### src/rtl/seq_pattern_tx_pkg.sv
// Shared types and widths for the serial pattern transmitter.
package seq_pattern_tx_pkg;

    localparam int DATA_W = 8;
    localparam int LEN_W  = 3;
    localparam int REP_W  = 4;

    // Transmitter control states
    typedef enum logic {
        IDLE,
        SHIFT
    } tx_state_t;

    // 1-0-1 prediction model states: A = nothing, B = saw 1, C = saw 1-0, D = saw 1-0-1
    typedef enum logic [1:0] {
        A,
        B,
        C,
        D
    } model_state_t;

    // Pattern captured at frame acceptance
    typedef struct packed {
        logic [DATA_W-1:0] data;
        logic [LEN_W-1:0]  len;
    } pattern_t;

endpackage

### src/rtl/seq101_model.sv
// Registered Moore model predicting a "1-0-1" detector on a serial stream.
module seq101_model
    import seq_pattern_tx_pkg::*;
(
    input  logic clk,
    input  logic areset_n,
    input  logic in,
    output logic hit
);

    model_state_t st, st_d;

    // State register
    always_ff @(posedge clk or negedge areset_n) begin
        if (!areset_n) st <= A;
        else           st <= st_d;
    end

    // Next state; overlapping matches fall back to B/C rather than A
    always_comb begin
        st_d = st;
        case (st)
            A:       st_d = in ? B : A;
            B:       st_d = in ? B : C;
            C:       st_d = in ? D : A;
            D:       st_d = in ? B : C;
            default: st_d = A;
        endcase
    end

    assign hit = (st == D);

endmodule

### src/rtl/seq_pattern_tx.sv
// Serial pattern transmitter: sends an up-to-8-bit pattern MSB first,
// repeated up to 16 times, with a predicted 1-0-1 detector output.
module seq_pattern_tx
    import seq_pattern_tx_pkg::*;
(
    input  logic              clk,
    input  logic              areset_n,
    input  logic              in_valid,
    output logic              in_ready,
    input  logic [DATA_W-1:0] in_data,
    input  logic [LEN_W-1:0]  in_len,
    input  logic [REP_W-1:0]  in_rep,
    input  logic              abort,
    output logic              out,
    output logic              busy,
    output logic              done,
    output logic              expect_hit
);

    tx_state_t         state, state_d;
    pattern_t          pat, pat_d;
    logic [LEN_W-1:0]  bit_idx, bit_idx_d;   // index of the bit currently on out
    logic [REP_W-1:0]  rep_cnt, rep_cnt_d;   // repetitions left after this one
    logic [LEN_W-1:0]  idx_dec;
    logic              out_d, done_d;
    logic              accept;

    assign in_ready = (state == IDLE);
    assign busy     = (state == SHIFT);
    assign accept   = in_valid && in_ready && !abort;
    assign idx_dec  = bit_idx - 1'b1;

    // Control FSM register plus registered out/done
    always_ff @(posedge clk or negedge areset_n) begin
        if (!areset_n) begin
            state   <= IDLE;
            pat     <= '0;
            bit_idx <= '0;
            rep_cnt <= '0;
            out     <= 1'b0;
            done    <= 1'b0;
        end else begin
            state   <= state_d;
            pat     <= pat_d;
            bit_idx <= bit_idx_d;
            rep_cnt <= rep_cnt_d;
            out     <= out_d;
            done    <= done_d;
        end
    end

    // Next-state and next-output: out_d is the bit shown in the following cycle
    always_comb begin
        state_d   = state;
        pat_d     = pat;
        bit_idx_d = bit_idx;
        rep_cnt_d = rep_cnt;
        out_d     = 1'b0;
        done_d    = 1'b0;
        case (state)
            IDLE: begin
                if (accept) begin
                    state_d   = SHIFT;
                    pat_d     = '{data: in_data, len: in_len};
                    bit_idx_d = in_len;
                    rep_cnt_d = in_rep;
                    out_d     = in_data[in_len];
                end
            end
            SHIFT: begin
                if (abort) begin
                    state_d = IDLE;
                end else if (bit_idx == '0) begin
                    if (rep_cnt == '0) begin
                        state_d = IDLE;
                        done_d  = 1'b1;
                    end else begin
                        rep_cnt_d = rep_cnt - 1'b1;
                        bit_idx_d = pat.len;
                        out_d     = pat.data[pat.len];
                    end
                end else begin
                    bit_idx_d = idx_dec;
                    out_d     = pat.data[idx_dec];
                end
            end
            default: state_d = IDLE;
        endcase
    end

    // Model watches the emitted stream every cycle, idle zeros included
    seq101_model u_model (
        .clk      (clk),
        .areset_n (areset_n),
        .in       (out),
        .hit      (expect_hit)
    );

endmodule

### config.mk
export PLATFORM = sky130hd
export DESIGN_NAME = seq_pattern_tx
export DESIGN_NICKNAME = d
export VERILOG_FILES = /design/src/rtl/seq_pattern_tx_pkg.sv /design/src/rtl/seq101_model.sv /design/src/rtl/seq_pattern_tx.sv
export SDC_FILE = /design/constraint.sdc
export NUM_CORES = 1
export LEC_CHECK = 0
export CAP_MARGIN = 5
export CORE_MARGIN = 3
export CORE_UTILIZATION = 54
export CTS_BUF_LIST = sky130_fd_sc_hd__clkbuf_4 sky130_fd_sc_hd__clkbuf_8 sky130_fd_sc_hd__clkbuf_16
export DETAILED_ROUTE_END_ITERATION = 10
export PLACE_DENSITY = 0.81
export SLEW_MARGIN = 20
export SYNTH_ARGS = -nofsm -noshare
export SYNTH_HDL_FRONTEND = slang
export SYNTH_SLANG_ARGS = --single-unit
export TNS_END_PERCENT = 1
### constraint.sdc
create_clock -name clk -period 5 [get_ports clk]
set_input_delay 1 -clock clk [delete_from_list [all_inputs] [get_ports clk]]
set_output_delay 1 -clock clk [all_outputs]
set_load 0.1 [all_outputs]
==> results of run 1 <==
-- worst paths after layout --
check,start,end,slack [ns]
worst min register to register,out,u_model.st[0],0.44
worst max register to register,bit_idx[0],rep_cnt[2],2.70
max in group asynchronous,areset_n,pat[5],4.04
worst max-delay path,busy,in_ready,1.70
min in group asynchronous,areset_n,out,0.62
worst min-delay path,out,u_model.st[0],0.44
-- stage by stage --
step | worst slack, ns | cell area, um^2 | utilization, % | instances | hold WS (ns)
after floorplan | 2.33 | 1370 | - | 117 | 0.443
after global placement | 2.09 | 1600 | 69.6 | 162 | 0.401
after detailed placement | 2.04 | 1600 | 69.6 | 162 | 0.416
after CTS | 1.71 | 1630 | 70.9 | 166 | 0.444
after global routing | 1.63 | 1620 | 70.7 | 166 | 0.463
final | 1.70 | 1620 | 70.7 | 166 | 0.439
-- final cells by class --
type / count / area (um^2) / area share (%)
well taps: 28 / 35.0 / 2.16
inverters: 6 / 22.5 / 1.39
repair buffers: 23 / 225 / 13.9
flip-flops and latches: 23 / 576 / 35.4
clock buffers: 4 / 30.0 / 1.85
multi-input cells: 82 / 736 / 45.3
-- state kept, by name (all words and copies together) (netlist names) --
signal / flops
rep_cnt: 4
done: 1
pat: 11
out: 1
u_model.st: 2
bit_idx: 3
busy: 1
-- cells in the mapped netlist, types with 3 or more instances --
master	count	area (um^2)
mux4_2	4	90.1
inv_1	6	22.5
o21ai_0	4	20.0
nor2_1	8	30.0
dfrtp_1	23	576
nor2b_1	3	18.8
buf_2	3	15.0
nand2_1	5	18.8
mux2_2	14	158
ha_1	4	50.1
-- power breakdown --
part / internal, mW / switching (mW) / total [mW]
Sequential: 0.231 / 0.0484 / 0.280
Combinational: 0.122 / 0.120 / 0.242
Clock: 0.0367 / 0.0570 / 0.0938
-- cells in the final DEF, fill, tap and decap left out, types with 2 or more instances in the layout --
cell type / Yosys / layout
dfrtp_1: 23 / 23
clkdlybuf4s50_1: 0 / 22
mux2_2: 14 / 14
nor2_1: 8 / 8
inv_1: 6 / 6
nand2_1: 5 / 5
mux4_2: 4 / 4
o21ai_0: 4 / 4
ha_1: 4 / 4
clkbuf_4: 0 / 4
nor2b_1: 3 / 3
mux2i_1: 2 / 2
mux4_1: 2 / 2
nand4_1: 2 / 2
nor3_1: 2 / 2
nand3_1: 2 / 2
nor3b_1: 2 / 2
and3_1: 2 / 2
a31oi_1: 2 / 2
a21oi_1: 2 / 2
o221a_2: 2 / 2
nand3b_1: 2 / 2
-- metal layers --
layer  up-vias  wire length (um)  global-route usage (%)  share of wire (%)
met5         -                 0                       0                  0
li1        481                 -                       -                  -
met3         4               178                    5.06                6.1
met4         0                40                    7.12                1.4
met1       522              1220                    26.6                 42
met2        43              1480                    35.2                 51
-- logic make-up (layout without fill, tap and decap cells) --
logic type | count (synthesis) | count (layout)
AOI/OAI and AO/OA | 18 | 18
adders and majority gates | 4 | 4
buffers and inverters | 12 | 33
DFF | 23 | 23
muxes | 22 | 22
and+or+nand+nor | 38 | 38
-- worst reg2reg max path: stages (launching register included) --
cell and delay, ns:
dfrtp_1 0.49, inv_1 0.12, ha_1 0.21, nor2b_1 0.57, nand3_1 0.20, a21oi_1 0.39, o221a_2 0.27
==> flow_summary.yaml, run 1 <==
floorplanning:
  fp.dieH_um: 56.3
  die_w_um: 56.3
  initial_utilization_pct: 59.5
  die_area_um2: 3170
  pin_count: 24
  coreArea_um2: 2300
  row_count: 17
global_routing:
  grt_use_total_pct: 21.1
  first_global_vias: 1056
  overflow: 0
  grt_max_degree: 24
  grt_pass1_wl_mm: 5.14
  antenna_found_initial: 0
place:
  place_congestion: 0.786
  hpwlAfterDp_mm: 2.29
  numPortBuffers: 23
timing:
  rsz0062_at_grt: "false"
  timing.fmax_mhz: 303
  min_period_ns: 3.30
  fin_crit_sh_pct: 65.9
  setup_violations: 0
  hold_viol: 0
  finalSetupTns_ns: 0
  skew_ns: 0.00919
  final-max-slew-violation-count: 0
  relSlewSlack_pct: 35.7
  worst_slew_pin_slew_ns: 0.961
yosys:
  syn_avg_cell_area_um2: 11.7
  synth-simple-area-share_pct: 17.4
  netlist_instances: 117
  synthesis.nets: 140
  synth_compound_area_share_pct: 9.33
  synth_top_family_by_area: "multiplexers"
  synthXorXnorAreaFrac_pct: 0
  ys_types: 41
  synth_mux_area_share_pct: 23.4
  synth_fa_ha_area_share_pct: 3.66
  ys.flop_type: "dfrtp_1"
  ys_ff_latch: 23
  synth_edf_count: 0
  syn_area_um2: 1370
  async_flop_share_pct: 100
  ys_warn_count: 0
  seq_area_frac_synth_pct: 42.1
job:
  maxCapViolCount: 0
worst_hold_path:
  whs_path_depth: 0
  hp-class: "flip-flop to flip-flop"
routing:
  dr.first_iter.drc_count: 31
  routed_via_density: 6.33
  wirelength_mm: 2.92
  antenna_left: 0
  dr.pass1.iters: 4
  via_count: 1050
  wl_per_cell_um: 17.6
  drc: 0
critical_path:
  cp_num_cells: 2
  end_kind: "output port"
  cp_slowest_cell: "clkdlybuf4s50_1"
  crit_family: "buffers and inverters"
  cp.required_ns: 4.00
  cp-start-kind: "flip-flop"
  path_buf_inv: 2
  cp_max_fo: 18
  path_cells: "inv_1 -> clkdlybuf4s50_1"
  r2r_cells: 6
  critPathMaxStageDelay_ns: 1.15
  worstSetupPathType: "flip-flop to output port"
  arrival_ns: 2.30
power:
  cellLeakagePower_nw: 0.688
  power_density_nw_per_um2: 379
  vdd_drop_max_mv: 0.259
  power.total_mw: 0.616
clocking:
  ctsHoldBuffers: 0
  cts_made_buffers: 3
  clk_latency_ns: 0.32
  htreeDepth: 1
  cts_resized: 0
  cts_tree: "built"
  cts_max_path_buffers: 2
  cts_root_buf: "clkbuf_4"
  path_clk_slew_ns: 0.13
  cts.sinks: 23
  post_cts_buffers: 0
status:
  outcome: "complete, no violations"
layout:
  drive_above_1_share_pct: 21.0
  n_fill_cell: 177
  syn2layout_area_growth_pct: 18.8
  nets: 162
  diodes: 0
Note: power is estimated with default switching activity, not from simulation.
==> run 2, diff against run 1 <==
--- a/config.mk
+++ b/config.mk
@@ -7,10 +7,10 @@
 export LEC_CHECK = 0
 export CAP_MARGIN = 5
 export CORE_MARGIN = 3
-export CORE_UTILIZATION = 54
+export CORE_UTILIZATION = 52
 export CTS_BUF_LIST = sky130_fd_sc_hd__clkbuf_4 sky130_fd_sc_hd__clkbuf_8 sky130_fd_sc_hd__clkbuf_16
 export DETAILED_ROUTE_END_ITERATION = 10
-export PLACE_DENSITY = 0.81
+export PLACE_DENSITY = 0.79
 export SLEW_MARGIN = 20
 export SYNTH_ARGS = -nofsm -noshare
 export SYNTH_HDL_FRONTEND = slang
==> constraint.sdc (replaced) <==
create_clock -name clk -period 3.4 [get_ports clk]
set_input_delay 0.68 -clock clk [delete_from_list [all_inputs] [get_ports clk]]
set_output_delay 0.68 -clock clk [all_outputs]
set_load 0.1 [all_outputs]
==> flow_summary.yaml, run 2 (same netlist as run 1, synthesis figures left out) <==
global_routing:
  busiest_layer: "met2"
  grt_use_total_pct: 18.6
  overflow: 0
  first_global_vias: 993
  grt_pass1_wl_mm: 4.75
  grt_use_met3_pct: 4.30
  antenna_found_initial: 0
  met1_usage_pct: 27.5
  grt_max_degree: 24
  grt_use_met2_pct: 28.7
layout:
  largest_reg_flops: 11
  fin_cells: 167
  regMostFlops: "pat"
  drive_above_1_share_pct: 24.5
  reg.largest.list: "pat x11, rep_cnt x4, bit_idx x3"
  nets: 163
  diodes: 0
  layout_common_cells: "23 x dfrtp_1, 18 x clkdlybuf4s50_1, 14 x mux2_2"
  syn2layout_area_growth_pct: 18.4
  layout_commonest_cell: "dfrtp_1"
timing:
  setup_violations: 0
  hold_viol: 0
  min_period_ns: 2.46
  worst_slew_pin_slew_ns: 0.958
  layout_setup_ws_ns: 0.941
  timing.fmax_mhz: 407
  relSlewSlack_pct: 36.0
  skew_ns: 0.00818
  finalSetupTns_ns: 0
  final-max-slew-violation-count: 0
  rsz0062_at_grt: "false"
  fin_crit_sh_pct: 72.3
place:
  place_congestion: 0.871
  hpwlAfterDp_mm: 2.07
  numPortBuffers: 23
  place_inst: 163
  pre_cts_ws_ns: 1.04
critical_path:
  cp_slowest_cell: "clkdlybuf4s50_1"
  arrival_ns: 1.78
  cp_max_fo: 1
  path_cells: "clkdlybuf4s50_1"
  critPathMaxStageDelay_ns: 1.12
  worstSetupPathType: "flip-flop to output port"
  cp-start-kind: "flip-flop"
  path_buf_inv: 1
  end_kind: "output port"
  cp.required_ns: 2.72
  crit_family: "buffers and inverters"
routing:
  dr.first_iter.drc_count: 37
  via_count: 1009
  wl_per_cell_um: 16.1
  dr.pass1.iters: 4
  wirelength_mm: 2.68
  antenna_left: 0
  drc: 0
  routed_via_density: 6.04
power:
  power_density_nw_per_um2: 551
  vdd_drop_max_mv: 0.374
  cellLeakagePower_nw: 0.698
clocking:
  htreeDepth: 1
  cts_max_path_buffers: 2
  post_cts_buffers: 0
  cts_root_buf: "clkbuf_4"
  cts_made_buffers: 3
  cts_tree: "built"
  cts_resized: 0
  ctsHoldBuffers: 0
  cts.sinks: 23
  path_clk_slew_ns: 0.13
  clk_latency_ns: 0.31
floorplanning:
  fp.dieH_um: 57.3
  row_count: 17
  die_area_um2: 3280
  pin_count: 24
  die_w_um: 57.3
  coreArea_um2: 2360
  initial_utilization_pct: 57.9
status:
  outcome: "complete, no violations"
job:
  maxCapViolCount: 0
worst_hold_path:
  hp-class: "input port to async pin"
run 2: changes by cell type in the layout (fill, tap and decap cells not counted), sizes merged:
cell / change
clkbuf: -1
clkinv: +1
buf: +5
clkdlybuf4s50: -4
run 2: metal layers:
metal	vias to the layer above	part of all wire, %
met3	2	6.6
met2	34	47
met1	493	46
met4	0	0.48
met5	-	0
li1	480	-
run 2: where the power goes:
| part | switching [mW] | total, mW | internal (mW) | leakage (nW) |
|---|---|---|---|---|
| logic | 0.173 | 0.352 | 0.179 | 0.400 |
| clock network | 0.0850 | 0.129 | 0.0440 | 0.0177 |
| registers | 0.0713 | 0.411 | 0.340 | 0.280 |
| total | 0.330 | 0.892 | 0.563 | 0.698 |
run 2: path summary, 6_finish.rpt:
path	slack, ns	start	depth (start not counted)	to
max in group asynchronous	2.74	areset_n	1	rep_cnt[0]
worst max register to register	1.20	bit_idx[0]	6	rep_cnt[1]
worst max-delay path	0.94	done	1	done
worst min-delay path	0.31	areset_n	1	u_model.st[1]
min in group clk	0.45	out	0	u_model.st[0]
worst min register to register	0.45	out	0	u_model.st[0]
run 2: cell type report:
cell class / instances / area [um^2]
Clock buffer: 3 / 22.5
Clock inverter: 1 / 5.00
Fill cell: 178 / 742
Inverter: 6 / 22.5
Multi-Input combinational cell: 82 / 736
Sequential cell: 23 / 576
Tap cell: 28 / 35.0
Timing Repair Buffer: 24 / 223
run 2: metrics by stage:
step | area, um^2 | hold slack [ns] | utilization [%] | total power [mW]
6_report | 1620 | 0.309 | 68.6 | 0.892
5_1_grt | 1620 | 0.327 | 68.6 | 0.958
4_1_cts | 1620 | 0.454 | 68.8 | 0.898
3_5_place_dp | 1600 | 0.437 | 67.6 | 0.766
3_3_place_gp | 1600 | 0.436 | 67.6 | 0.747
2_1_floorplan | 1370 | 0.384 | - | 0.671
==> run 3, diff against run 2 <==
--- a/config.mk
+++ b/config.mk
@@ -7,10 +7,10 @@
 export LEC_CHECK = 0
 export CAP_MARGIN = 5
 export CORE_MARGIN = 3
-export CORE_UTILIZATION = 52
+export CORE_UTILIZATION = 47
 export CTS_BUF_LIST = sky130_fd_sc_hd__clkbuf_4 sky130_fd_sc_hd__clkbuf_8 sky130_fd_sc_hd__clkbuf_16
 export DETAILED_ROUTE_END_ITERATION = 10
-export PLACE_DENSITY = 0.79
+export PLACE_DENSITY = 0.75
 export SLEW_MARGIN = 20
 export SYNTH_ARGS = -nofsm -noshare
 export SYNTH_HDL_FRONTEND = slang
==> constraint.sdc (replaced) <==
create_clock -name clk -period 2.2 [get_ports clk]
set_input_delay 0.44 -clock clk [delete_from_list [all_inputs] [get_ports clk]]
set_output_delay 0.44 -clock clk [all_outputs]
set_load 0.1 [all_outputs]
==> flow_summary.yaml, run 3 (same netlist as run 1, synthesis figures left out) <==
timing:
  hold_viol: 0
  worst_slew_pin_slew_ns: 0.415
  setup_violations: 0
  skew_ns: 0.00567
  fin_crit_sh_pct: 82.5
  timing.fmax_mhz: 551
  finalSetupTns_ns: 0
  rsz0062_at_grt: "false"
  final-max-slew-violation-count: 0
  min_period_ns: 1.81
  relSlewSlack_pct: 72.3
  timing.hold.ws_ns: 0.458
critical_path:
  cp_max_fo: 10
  critPathMaxStageDelay_ns: 0.37
  cp-start-kind: "flip-flop"
  path_cells: "inv_1 -> ha_1 -> nor2b_1 -> buf_4 -> and3_4 -> nor3_4 -> mux2_2"
  cp_slowest_cell: "dfrtp_1"
  cp-startpoint: "bit_idx[0]"
  r2r_start: "bit_idx[0]"
  cp.required_ns: 2.41
  path_buf_inv: 2
  crit_family: "simple AND/OR/NAND/NOR gates"
  arrival_ns: 2.02
  end_kind: "flip-flop"
  worstSetupPathType: "flip-flop to flip-flop"
routing:
  antenna_left: 0
  dr.pass1.iters: 4
  wirelength_mm: 2.74
  routed_via_density: 5.92
  wl_per_cell_um: 15.8
  via_count: 1024
  drc: 0
  dr.first_iter.drc_count: 35
layout:
  syn2layout_area_growth_pct: 22.4
  reg.largest.list: "pat x11, rep_cnt x4, bit_idx x3"
  layout_common_cells: "22 x dfrtp_1, 18 x clkdlybuf4s50_1, 14 x mux2_2"
  nets: 167
  drive_above_1_share_pct: 28.0
  regMostFlops: "pat"
  fin_cells: 173
  layout_commonest_cell: "dfrtp_1"
  diodes: 0
  largest_reg_flops: 11
  n_fill_cell: 217
  design_area_um2: 1670
floorplanning:
  die_w_um: 59.9
  row_count: 18
  die_area_um2: 3590
  initial_utilization_pct: 52.3
  pin_count: 24
  fp.dieH_um: 59.9
  coreArea_um2: 2610
power:
  power.total_mw: 1.40
  intPower_mw: 0.905
  vdd_drop_max_mv: 0.571
  power_density_nw_per_um2: 839
  p_clk_share_pct: 14.3
  pwr-share-comb_pct: 40.9
  seqPwrFrac_pct: 44.8
  cellLeakagePower_nw: 0.721
  swShare_pct: 35.6
  p_sw_mw: 0.499
global_routing:
  first_global_vias: 970
  overflow: 0
  antenna_found_initial: 0
  grt_use_total_pct: 17.4
  grt_max_degree: 24
  grt_pass1_wl_mm: 4.65
clocking:
  cts_root_buf: "clkbuf_4"
  ctsHoldBuffers: 0
  htreeDepth: 1
  cts_max_path_buffers: 2
  cts.sinks: 23
  cts_tree: "built"
  clk_latency_ns: 0.31
  path_clk_slew_ns: 0.12
  cts_resized: 0
  post_cts_buffers: 0
  cts_made_buffers: 3
status:
  outcome: "complete, no violations"
place:
  hpwlAfterDp_mm: 2.15
  placed_cell_area_um2: 1640
  place_congestion: 0.869
  place_inst: 169
  numPortBuffers: 23
worst_hold_path:
  hp-class: "flip-flop to flip-flop"
  hp-start: "out"
job:
  maxCapViolCount: 0
-- run 3: worst paths after layout --
kind / end / slack, ns / cells after the start
worst max-delay path: bit_idx[2] / 0.39 / 7
worst max register to register: bit_idx[2] / 0.39 / 7
min in group asynchronous: u_model.st[1] / 0.47 / 2
worst min-delay path: u_model.st[0] / 0.46 / 0
max in group asynchronous: busy / 1.49 / 2
worst min register to register: u_model.st[0] / 0.46 / 0
-- run 3: layout make-up --
cell class,instances,area [um^2],area share [%]
well taps,30,37.5,2.24
repair buffers,28,268,16.0
flip-flops and latches,23,577,34.5
clock buffers,4,30.0,1.79
inverters,6,26.3,1.57
multi-input cells,82,736,43.9
-- run 3: worst reg2reg max path, delay by kind of cell, from the launching register on --
| family | cells | cell delay, ns |
|---|---|---|
| muxes | 1 | 0.35 |
| DFF | 1 | 0.37 |
| adders and majority gates | 1 | 0.23 |
| buffers and inverters | 2 | 0.22 |
| and+or+nand+nor | 3 | 0.53 |
-- run 3: power by group through the flow --
stage | clock network (mW) | registers, mW | logic [mW]
2_1_floorplan | 0 | 0.646 | 0.392
5_1_grt | 0.228 | 0.645 | 0.634
6_report | 0.201 | 0.629 | 0.574
3_5_place_dp | 0 | 0.636 | 0.572
3_3_place_gp | 0 | 0.626 | 0.553
4_1_cts | 0.210 | 0.627 | 0.575
-- run 3: stage by stage --
step,utilization [%],worst slack [ns]
final,64.1,0.385
after floorplan,-,0.0950
after CTS,64.1,0.376
after global placement,62.9,0.114
after detailed placement,62.9,0.119
after global routing,64.1,0.231
-- run 3: per-layer routing --
layer	track usage (%)	vias to the layer above	wire length, um
met5	0	-	0
met4	3.80	0	15
met3	3.89	2	153
met2	28.9	30	1340
met1	23.2	504	1230
li1	-	488	-
